### config.mk
export PLATFORM = sky130hd
export DESIGN_NAME = stream_demux5
export DESIGN_NICKNAME = d
export VERILOG_FILES = /design/src/rtl/stream_demux5.sv
export SDC_FILE = /design/constraint.sdc
export NUM_CORES = 1
export LEC_CHECK = 0
export CORE_UTILIZATION = 45
export CTS_CLUSTER_DIAMETER = 150
export CTS_CLUSTER_SIZE = 25
export DETAILED_ROUTE_END_ITERATION = 16
export PLACE_DENSITY = 0.76
export SKIP_LAST_GASP = 1
export SLEW_MARGIN = 10
export SYNTH_ARGS = -nofsm -noshare
export SYNTH_HDL_FRONTEND = slang
export SYNTH_SLANG_ARGS = --single-unit
### constraint.sdc
create_clock -name clk -period 5.96 [get_ports clk]
set_clock_uncertainty 0.2 [all_clocks]
set_input_delay 1.192 -clock clk [delete_from_list [all_inputs] [get_ports clk]]
set_output_delay 1.192 -clock clk [all_outputs]
set_load 0.01 [all_outputs]
### src/rtl/stream_demux5.sv
// stream_demux5
//   Registered 1-to-5 valid/ready stream demultiplexer. Each input beat is
//   routed by a one-hot select to port 0..3. Any select that is not exactly
//   one-hot goes to default port 4. Each port has a one-entry output register,
//   so a stalled port blocks only beats aimed at it. Beats accepted into
//   port 4 are counted in a saturating counter that can be cleared.
//
// Ports
//   clk        in   1          clock, all state on rising edge
//   reset_n    in   1          asynchronous active-low reset
//   in_valid   in   1          input beat present
//   in_ready   out  1          input beat accepted when in_valid & in_ready
//   in_data    in   WIDTH      input payload
//   in_sel     in   4          one-hot target select, non-one-hot -> port 4
//   out_valid  out  5          per-port valid, bit k = port k
//   out_ready  in   5          per-port downstream ready
//   out_data   out  5*WIDTH    port k payload = out_data[k*WIDTH +: WIDTH]
//   err_clr    in   1          synchronous clear of err_cnt (wins over increment)
//   err_cnt    out  CW         saturating count of beats accepted into port 4
module stream_demux5 #(
    parameter int WIDTH = 8,
    parameter int CW    = 8
) (
    input  logic               clk,
    input  logic               reset_n,
    input  logic               in_valid,
    output logic               in_ready,
    input  logic [WIDTH-1:0]   in_data,
    input  logic [3:0]         in_sel,
    output logic [4:0]         out_valid,
    input  logic [4:0]         out_ready,
    output logic [5*WIDTH-1:0] out_data,
    input  logic               err_clr,
    output logic [CW-1:0]      err_cnt
);

    logic [4:0]         tgt_oh;
    logic               accept;
    logic [4:0]         out_valid_d, out_valid_q;
    logic [5*WIDTH-1:0] out_data_d,  out_data_q;
    logic [CW-1:0]      err_cnt_d,   err_cnt_q;

    // Target decode: only the four exact one-hot codes reach ports 0..3.
    always_comb begin
        tgt_oh = 5'b10000;
        unique case (in_sel)
            4'b0001: tgt_oh = 5'b00001;
            4'b0010: tgt_oh = 5'b00010;
            4'b0100: tgt_oh = 5'b00100;
            4'b1000: tgt_oh = 5'b01000;
            default: tgt_oh = 5'b10000;
        endcase
    end

    // Target port can take a beat if empty or draining this cycle.
    assign in_ready = |(tgt_oh & (~out_valid_q | out_ready));
    assign accept   = in_valid & in_ready;

    always_comb begin
        out_valid_d = out_valid_q;
        out_data_d  = out_data_q;
        err_cnt_d   = err_cnt_q;
        for (int unsigned k = 0; k < 5; k++) begin
            // Drain clears valid; a same-cycle load sets it again (no bubble).
            out_valid_d[k] = (out_valid_q[k] & ~out_ready[k]) | (accept & tgt_oh[k]);
            if (accept && tgt_oh[k]) begin
                out_data_d[k*WIDTH +: WIDTH] = in_data;
            end
        end
        if (err_clr) begin
            err_cnt_d = '0;
        end else if (accept && tgt_oh[4] && (err_cnt_q != '1)) begin
            err_cnt_d = err_cnt_q + CW'(1);
        end
    end

    always_ff @(posedge clk or negedge reset_n) begin
        if (!reset_n) begin
            out_valid_q <= '0;
            out_data_q  <= '0;
            err_cnt_q   <= '0;
        end else begin
            out_valid_q <= out_valid_d;
            out_data_q  <= out_data_d;
            err_cnt_q   <= err_cnt_d;
        end
    end

    assign out_valid = out_valid_q;
    assign out_data  = out_data_q;
    assign err_cnt   = err_cnt_q;

endmodule
==> impl_metrics.env, run 1 <==
export IMPL_r2r_slack_ps=3550
export IMPL_drc=0
export IMPL_first_global_vias=1531
export IMPL_clk_latency_ps=300
export IMPL_hold_path_endpoint="out_data[25]"
export IMPL_grt_setup_unrepaired="no"
export IMPL_max_slew_margin=0.385
export IMPL_path_clk_slew_ps=90
export IMPL_grt_total_usage=0.191
export IMPL_timing_rr_end="err_cnt[5]"
export IMPL_maxSlewViolCount=0
export IMPL_coreArea_um2=4820
export IMPL_cts_tree="built"
export IMPL_start_kind="primary input"
export IMPL_start_util=0.478
export IMPL_post_route_min_period_ps=4560
export IMPL_synth_area_per_cell_um2=14.0
export IMPL_ctsHoldBuffers=0
export IMPL_ant_nets=0
export IMPL_outcome="finished clean"
export IMPL_antenna_found_initial=0
export IMPL_use_met2=0.292
export IMPL_power_density_nw_per_um2=302
export IMPL_rows=25
export IMPL_syn_to_final_growth_pct=38.4
export IMPL_reg2regPathDepth=5
export IMPL_synth_top_cells_by_area="dfrtp_1 58%, mux2_1 20%, nor2_8 1.7%, or4b_4 1.2%, nand3_1 1.1%"
export IMPL_numClockSinks=53
export IMPL_setup_viol=0
export IMPL_gp_congestion=0.787
export IMPL_hold_viol=0
export IMPL_synth_cells=164
export IMPL_worst_setup_path_type="in2out"
export IMPL_grt_ovfl_total=0
export IMPL_syn_cell_area_um2=2300
export IMPL_required_ps=4570
export IMPL_worstSetupEndpointType="output pin"
export IMPL_maxCapViolCount=0
export IMPL_use_met3=0.0672
export IMPL_fp_dieH_um=73.5
export IMPL_ys_ff_latch=53
export IMPL_drt_first_pass_iters=4
export IMPL_totalWireLength_mm=4.82
export IMPL_antenna_cells=0
export IMPL_worstHoldPathCells=1
export IMPL_reg2reg_from="out_valid[1]"
export IMPL_postCtsSetupRepairBufs=0
export IMPL_wire_per_inst_um=15.6
export IMPL_ios=75
export IMPL_drive_gt1_frac=0.0826
export IMPL_arrival_ps=3160
export IMPL_cts_root_buf="clkbuf_8"
export IMPL_die_area_um2=5410
export IMPL_tns_ps=0
export IMPL_hpwl_mm=3.39
export IMPL_cts_buffers=5
export IMPL_yosysTopAreaCell="dfrtp_1"
export IMPL_maxClockFrequency_mhz=220
export IMPL_layout_nets=264
export IMPL_synth_nets=186
export IMPL_fin_crit_sh=0.764
export IMPL_leakagePower_nw=1.36
export IMPL_hold_start="out_data[25]"
export IMPL_grt_max_degree=54
export IMPL_ys_types=37
export IMPL_ir_drop_mv=0.204
export IMPL_grt_pass1_wl_mm=7.68
export IMPL_tightest_slew_ps=922
export IMPL_ys_seq_area_frac=0.576
export IMPL_synth_warnings=0
export IMPL_top_usage_layer="met2"
export IMPL_viasPerCell=5.32
export IMPL_dr_first_iter_drc_count=47
export IMPL_worstPathMaxFanout=5
export IMPL_portBuffers=74
export IMPL_vias=1645
export IMPL_hp_class="reg2reg"
export IMPL_use_met1=0.252
export IMPL_clk_path_buf_depth=2
export IMPL_h_tree_depth=2
export IMPL_yosysTopAreaCellShare=0.576
export IMPL_die_w_um=73.5
export IMPL_whs_ps=293
export IMPL_cts_repair_resized=0
==> area by class of cell <==
type	instances	area, um2
Timing Repair Buffer	75	743
Fill cell	396	1630
Tap cell	67	83.8
Inverter	5	18.8
Clock buffer	5	68.8
Clock inverter	2	16.3
Sequential cell	53	1330
Multi-Input combinational cell	102	930
==> metal layers <==
| metal | share of wire | vias up |
|---|---|---|
| li1 | - | 760 |
| met1 | 0.45 | 821 |
| met2 | 0.46 | 55 |
| met3 | 0.067 | 9 |
| met4 | 0.019 | 0 |
| met5 | 0 | - |
==> cells by family (layout without fill, tap and decap cells) <==
logic type,Yosys count,in the layout,share of synthesized area
buf+inv,9,87,0.0201
fa+ha+maj,1,1,0.00543
simple gates,39,39,0.127
mux,42,42,0.205
compound gates,19,19,0.0625
xor+xnor,1,1,0.00381
flops,53,53,0.576
==> per-stage QoR <==
| step | power [mW] | area [um2] | worst slack, ps | instances | utilization |
|---|---|---|---|---|---|
| 2_1_floorplan | 0.583 | 2300 | 2470 | 164 | - |
| 6_report | 0.963 | 3190 | 1400 | 309 | 0.662 |
| 4_1_cts | 0.974 | 3190 | 1420 | 309 | 0.662 |
| 5_1_grt | 1.01 | 3190 | 1340 | 309 | 0.662 |
| 3_3_place_gp | 0.771 | 3100 | 1470 | 302 | 0.644 |
| 3_5_place_dp | 0.775 | 3100 | 1420 | 302 | 0.644 |
==> registers in the layout (all words and copies together), names as in the netlist <==
| register | count |
|---|---|
| err_cnt | 8 |
| out_valid | 5 |
| out_data | 40 |
==> worst max-delay path by stage <==
stage / cells after the start / start / to
after floorplan: 3 / in_sel[1] / in_ready
after global placement: 5 / in_sel[3] / in_ready
after detailed placement: 5 / in_sel[3] / in_ready
after CTS: 5 / in_sel[3] / in_ready
after global routing: 5 / in_sel[3] / in_ready
final: 5 / in_sel[3] / in_ready
==> power breakdown <==
part / internal (mW) / total (mW) / switching (mW)
combinational: 0.180 / 0.297 / 0.117
clock: 0.0812 / 0.196 / 0.115
sequential: 0.433 / 0.470 / 0.0373
total: 0.694 / 0.963 / 0.269
==> synth_stat cells (all sizes together) <==
library cell,count
nand2,5
clkbuf,1
xnor2,1
nor4,1
nand4,1
dfrtp,53
o311ai,1
ha,1
o21ai,3
o41ai,1
or4,3
buf,3
nor4b,2
o31ai,3
mux2i,1
nand3,5
or4b,2
a21oi,4
nand2b,3
or3,2
a2bb2oi,2
or2,4
o2111ai,2
nor2,7
inv,5
nor2b,3
mux2,41
nor3,1
o211a,1
a31o,2
==> placed cells by master (no fill, tap or decap), types with 3 or more instances in the layout <==
cell,synthesis,final
o31ai_1,3,3
clkdlybuf4s50_1,0,73
or4_1,3,3
nor2b_1,3,3
nand2b_1,3,3
o21ai_1,3,3
inv_1,5,5
nand3_1,5,5
nand2_1,5,5
a21oi_1,4,4
nor2_1,3,3
mux2_1,41,41
dfrtp_1,53,53
clkbuf_8,0,5
==> critical path, stage by stage <==
cell and delay [ps]:
clkdlybuf4s50_1 500, or4b_4 620, a2bb2oi_1 190, nand3_1 120, clkdlybuf4s50_1 540
No activity file was read; power rests on OpenSTA's default activity.
==> run 2, diff against run 1 <==
--- a/config.mk
+++ b/config.mk
@@ -5,11 +5,11 @@
 export SDC_FILE = /design/constraint.sdc
 export NUM_CORES = 1
 export LEC_CHECK = 0
-export CORE_UTILIZATION = 45
+export CORE_UTILIZATION = 41
 export CTS_CLUSTER_DIAMETER = 150
 export CTS_CLUSTER_SIZE = 25
 export DETAILED_ROUTE_END_ITERATION = 16
-export PLACE_DENSITY = 0.76
+export PLACE_DENSITY = 0.73
 export SKIP_LAST_GASP = 1
 export SLEW_MARGIN = 10
 export SYNTH_ARGS = -nofsm -noshare
==> constraint.sdc (replaced) <==
create_clock -name clk -period 3.7 [get_ports clk]
set_clock_uncertainty 0.2 [all_clocks]
set_input_delay 0.74 -clock clk [delete_from_list [all_inputs] [get_ports clk]]
set_output_delay 0.74 -clock clk [all_outputs]
set_load 0.01 [all_outputs]
==> run 2 against run 1 <==
Against the previous run:
- sequential share of layout area is 0.48 points lower
- cell count increased by 1.6%
- sequential power rose by 60%
- sequential cell count unchanged
- cell area up 1.2%
- power up 67%
- combinational power is 61% higher
- critical path depth stayed put
- clock power increased by 92%
- via count shrank 2.2%
- critical path type unchanged
- highest routed layer unchanged
==> impl_metrics.env, run 2 (synthesis gave the netlist of run 1 again) <==
export IMPL_fp_dieH_um=76.9
export IMPL_antenna_found_initial=0
export IMPL_power_density_nw_per_um2=499
export IMPL_cts_repair_resized=0
export IMPL_crit_family="buffers and inverters"
export IMPL_h_tree_depth=2
export IMPL_vias=1609
export IMPL_leakagePower_nw=1.39
export IMPL_worstPathMaxFanout=5
export IMPL_start_kind="primary input"
export IMPL_largest_register_ffs=40
export IMPL_final_common_cell="clkdlybuf4s50_1"
export IMPL_wire_per_inst_um=15.2
export IMPL_worst_slack_ps=88.6
export IMPL_max_slew_margin=0.540
export IMPL_start_util=0.437
export IMPL_hold_viol=0
export IMPL_syn_to_final_growth_pct=40.1
export IMPL_maxCapViolCount=0
export IMPL_grt_ovfl_total=0
export IMPL_multiInputGateArea_um2=930
export IMPL_slowest_stage="or4b_4"
export IMPL_coreArea_um2=5270
export IMPL_drt_first_pass_iters=4
export IMPL_cts_tree="built"
export IMPL_post_route_min_period_ps=3610
export IMPL_dr_first_iter_drc_count=67
export IMPL_final_cell_count_no_fill=314
export IMPL_die_w_um=76.9
export IMPL_layout_nets=266
export IMPL_grt_pass1_wl_mm=7.87
export IMPL_first_global_vias=1542
export IMPL_worst_setup_path_type="in2out"
export IMPL_cp_cell_sequence="clkdlybuf4s50_1 -> or4b_4 -> a2bb2oi_1 -> nand3_1 -> clkdlybuf4s50_1"
export IMPL_totalWireLength_mm=4.78
export IMPL_numClockSinks=53
export IMPL_postLayoutCoreUtil=0.612
export IMPL_grt_total_usage=0.173
export IMPL_ant_nets=0
export IMPL_drive_gt1_frac=0.0902
export IMPL_placed_cells=307
export IMPL_die_area_um2=5920
export IMPL_grt_setup_unrepaired="no"
export IMPL_most_common_layout_cells="73 x clkdlybuf4s50_1, 53 x dfrtp_1, 41 x mux2_1"
export IMPL_clk_latency_ps=290
export IMPL_ir_drop_mv=0.286
export IMPL_ctsHoldBuffers=0
export IMPL_viasPerCell=5.12
export IMPL_critPathMaxStageDelay_ps=610
export IMPL_path_clk_slew_ps=90
export IMPL_outcome="finished clean"
export IMPL_cts_root_buf="clkbuf_8"
export IMPL_rows=26
export IMPL_setup_viol=0
export IMPL_maxClockFrequency_mhz=277
export IMPL_hp_class="in2async"
export IMPL_antenna_cells=0
export IMPL_worstSetupEndpointType="output pin"
export IMPL_gp_congestion=0.770
export IMPL_maxSlewViolCount=0
export IMPL_reg2reg_from="out_valid[0]"
export IMPL_crit_path_start="in_sel[3]"
export IMPL_ios=75
export IMPL_clk_path_buf_depth=2
export IMPL_hpwl_mm=3.41
export IMPL_portBuffers=74
export IMPL_tightest_slew_ps=688
export IMPL_dp_slack_ps=87.2
export IMPL_arrival_ps=2670
export IMPL_path_common_cell="clkdlybuf4s50_1"
export IMPL_cp_buffers_inverters=2
export IMPL_nFillCells=440
export IMPL_grt_max_degree=32
export IMPL_cts_buffers=5
export IMPL_fin_crit_sh=0.976
export IMPL_postCtsSetupRepairBufs=0
export IMPL_required_ps=2760
export IMPL_regArea_um2=1330
export IMPL_tns_ps=0
export IMPL_drc=0
## run 2: changes by cell type in the layout (fill, tap and decap cells not counted), sizes merged
cell	before	now
bufinv	0	1
buf	2	4
clkinvlp	1	0
## run 2: area by class of cell
class | count | area share
Inverter | 5 | 0.00582
Clock buffer | 5 | 0.0213
Tap cell | 70 | 0.0272
Sequential cell | 53 | 0.411
Clock inverter | 2 | 0.0109
Multi-Input combinational cell | 102 | 0.288
Timing Repair Buffer | 77 | 0.235
## run 2: worst register-to-register path: cells and delay by family (launching register included)
| family | cells | cell delay (ps) |
|---|---|---|
| AO/OA/AOI/OAI | 2 | 550 |
| flip-flops | 1 | 380 |
| multiplexers | 1 | 360 |
| AND/OR/NAND/NOR | 2 | 460 |
## run 2: path summary, 6_finish.rpt
check	cells after the start	slack (ps)	to
max	5	90	in_ready
max in group asynchronous	2	2270	out_data[10]
min	1	270	out_data[27]
max reg2reg	5	1630	out_data[24]
min in group clk	1	290	out_data[10]
min reg2reg	1	290	out_data[10]
## run 2: report_power, final
part	switching [mW]	total, mW	internal [mW]
clock	0.180	0.377	0.197
sequential	0.0569	0.754	0.697
combinational	0.186	0.479	0.293
## run 2: metrics by stage
step | hold slack [ps] | total power [mW] | instance area, um2
final | 268 | 1.61 | 3220
after global routing | 304 | 1.70 | 3220
after CTS | 293 | 1.63 | 3220
after detailed placement | 274 | 1.25 | 3120
after global placement | 267 | 1.24 | 3120
after floorplan | 244 | 0.939 | 2300
## run 2: metal layers
layer  GRT usage  up-vias  part of all wire
met2       0.259       48              0.47
met1       0.242      796              0.46
met4      0.0577        0             0.010
li1            -      760                 -
met5           0        -                 0
met3      0.0452        5             0.062
==> run 3, diff against run 2 <==
--- a/config.mk
+++ b/config.mk
@@ -7,9 +7,10 @@
 export LEC_CHECK = 0
 export CORE_UTILIZATION = 41
 export CTS_CLUSTER_DIAMETER = 150
-export CTS_CLUSTER_SIZE = 25
+export CTS_CLUSTER_SIZE = 12
 export DETAILED_ROUTE_END_ITERATION = 16
 export PLACE_DENSITY = 0.73
+export RECOVER_POWER = 50
 export SKIP_LAST_GASP = 1
 export SLEW_MARGIN = 10
 export SYNTH_ARGS = -nofsm -noshare
==> run 3 against run 2 <==
Against the previous run:
- the flow now finishes with violations (max-capacitance violations, max-slew violations)
- via count rose by 0.31%
- register-to-register slack barely moved
- sequential power fell by 0.5%
- sequential cell count did not move
- global-route usage did not move
- worst setup slack did not move
- largest power group unchanged
- highest routed layer unchanged
==> impl_metrics.env, run 3 (synthesis gave the netlist of run 1 again) <==
export IMPL_cts_repair_resized=0
export IMPL_r2r_slack_ps=1640
export IMPL_power_density_nw_per_um2=491
export IMPL_crit_cells=5
export IMPL_fp_dieH_um=76.9
export IMPL_reg2reg_from="out_valid[0]"
export IMPL_numClockSinks=53
export IMPL_hp_class="reg2reg"
export IMPL_final_cell_count_no_fill=314
export IMPL_post_route_min_period_ps=3610
export IMPL_grt_total_usage=0.173
export IMPL_grt_ovfl_total=0
export IMPL_largest_register_ffs=40
export IMPL_die_w_um=76.9
export IMPL_slowest_stage="or4b_4"
export IMPL_postCtsSetupRepairBufs=0
export IMPL_p_comb_frac=0.287
export IMPL_fin_area_um2=3220
export IMPL_top_usage_layer="met2"
export IMPL_dp_slack_ps=87.2
export IMPL_most_common_layout_cells="53 x dfrtp_1, 47 x clkdlybuf4s50_1, 41 x mux2_1"
export IMPL_grt_max_degree=32
export IMPL_reg2regPathDepth=5
export IMPL_worstSetupEndpointType="output pin"
export IMPL_gp_congestion=0.770
export IMPL_wire_per_inst_um=15.1
export IMPL_fin_crit_sh=0.976
export IMPL_viasPerCell=5.14
export IMPL_layout_nets=266
export IMPL_p_int_mw=1.16
export IMPL_final_common_cell="dfrtp_1"
export IMPL_cts_root_buf="clkbuf_8"
export IMPL_max_slew_margin=-0.0935
export IMPL_power_frac_clock=0.238
export IMPL_setup_viol=0
export IMPL_h_tree_depth=2
export IMPL_die_area_um2=5920
export IMPL_leakagePower_nw=1.42
export IMPL_maxSlewViolCount=32
export IMPL_critPathMaxStageDelay_ps=610
export IMPL_finalPower_mw=1.58
export IMPL_ctsHoldBuffers=0
export IMPL_antenna_found_initial=0
export IMPL_first_global_vias=1542
export IMPL_cts_tree="built"
export IMPL_arrival_ps=2670
export IMPL_syn_to_final_growth_pct=39.8
export IMPL_worst_slack_ps=88.6
export IMPL_crit_path_start="in_sel[3]"
export IMPL_required_ps=2760
export IMPL_drive_gt1_frac=0.0820
export IMPL_path_clk_slew_ps=90
export IMPL_cp_endpoint="in_ready"
export IMPL_grt_pass1_wl_mm=7.87
export IMPL_timing_rr_end="out_data[24]"
export IMPL_drc=0
export IMPL_hold_viol=0
export IMPL_placed_area_um2=3120
export IMPL_worstHoldPathCells=1
export IMPL_vias=1614
export IMPL_hpwl_mm=3.41
export IMPL_use_met2=0.259
export IMPL_clk_latency_ps=290
export IMPL_violations="max-capacitance violations, max-slew violations"
export IMPL_antenna_cells=0
export IMPL_totalWireLength_mm=4.75
export IMPL_start_util=0.437
export IMPL_portBuffers=74
export IMPL_outcome="complete, but fails checks"
export IMPL_cts_buffers=5
export IMPL_power_frac_seq=0.475
export IMPL_maxClockFrequency_mhz=277
export IMPL_cp_cell_sequence="clkdlybuf4s50_1 -> or4b_4 -> a2bb2oi_1 -> nand3_1 -> clkdlybuf4s50_1"
export IMPL_use_met1=0.242
export IMPL_grt_setup_unrepaired="no"
export IMPL_path_common_cell="clkdlybuf4s50_1"
export IMPL_ios=75
export IMPL_switching_share=0.265
export IMPL_coreArea_um2=5270
export IMPL_ant_nets=0
export IMPL_switchingPower_mw=0.418
export IMPL_use_met3=0.0452
export IMPL_placed_cells=307
export IMPL_worst_setup_path_type="in2out"
export IMPL_start_kind="primary input"
export IMPL_ir_drop_mv=0.277
export IMPL_crit_family="buffers and inverters"
export IMPL_tightest_slew_ps=1640
export IMPL_clk_path_buf_depth=2
export IMPL_cp_buffers_inverters=2
export IMPL_maxCapViolCount=1
export IMPL_drt_first_pass_iters=4
export IMPL_rows=26
export IMPL_dr_first_iter_drc_count=69
export IMPL_worstPathMaxFanout=5
export IMPL_tns_ps=0
-- run 3: power by group through the flow --
| stage | Combinational [mW] | Sequential [mW] | Clock [mW] |
|---|---|---|---|
| after floorplan | 0.118 | 0.821 | 0 |
| after global placement | 0.481 | 0.763 | 0 |
| after detailed placement | 0.486 | 0.767 | 0 |
| after CTS | 0.488 | 0.756 | 0.389 |
| after global routing | 0.485 | 0.769 | 0.413 |
| final | 0.453 | 0.750 | 0.376 |
-- run 3: per-stage QoR --
stage	utilization	hold WS, ps
6_report	0.611	285
5_1_grt	0.611	299
4_1_cts	0.612	293
3_5_place_dp	0.592	274
3_3_place_gp	0.592	267
2_1_floorplan	-	244
-- run 3: worst min-delay path by stage --
| stage | start | end |
|---|---|---|
| detailed placement | out_data[1] | out_data[1] |
| finish | out_data[22] | out_data[22] |
| floorplan | reset_n | err_cnt[0] |
| global route | out_data[18] | out_data[18] |
| CTS | reset_n | out_data[19] |
| global placement | out_data[18] | out_data[18] |
-- run 3: layout make-up --
cell class / count / area, um2
clock buffer: 5 / 68.8
clock inverter: 2 / 35.0
fill: 440 / 2050
inverter: 5 / 18.8
multi-input combinational: 102 / 930
sequential: 53 / 1330
tap: 70 / 87.6
timing repair buffer: 77 / 753
-- run 3: layer usage --
layer  share of wire  wire [um]
met5               0          0
met1            0.46       2170
met2            0.47       2230
met3           0.064        302
met4           0.010         48
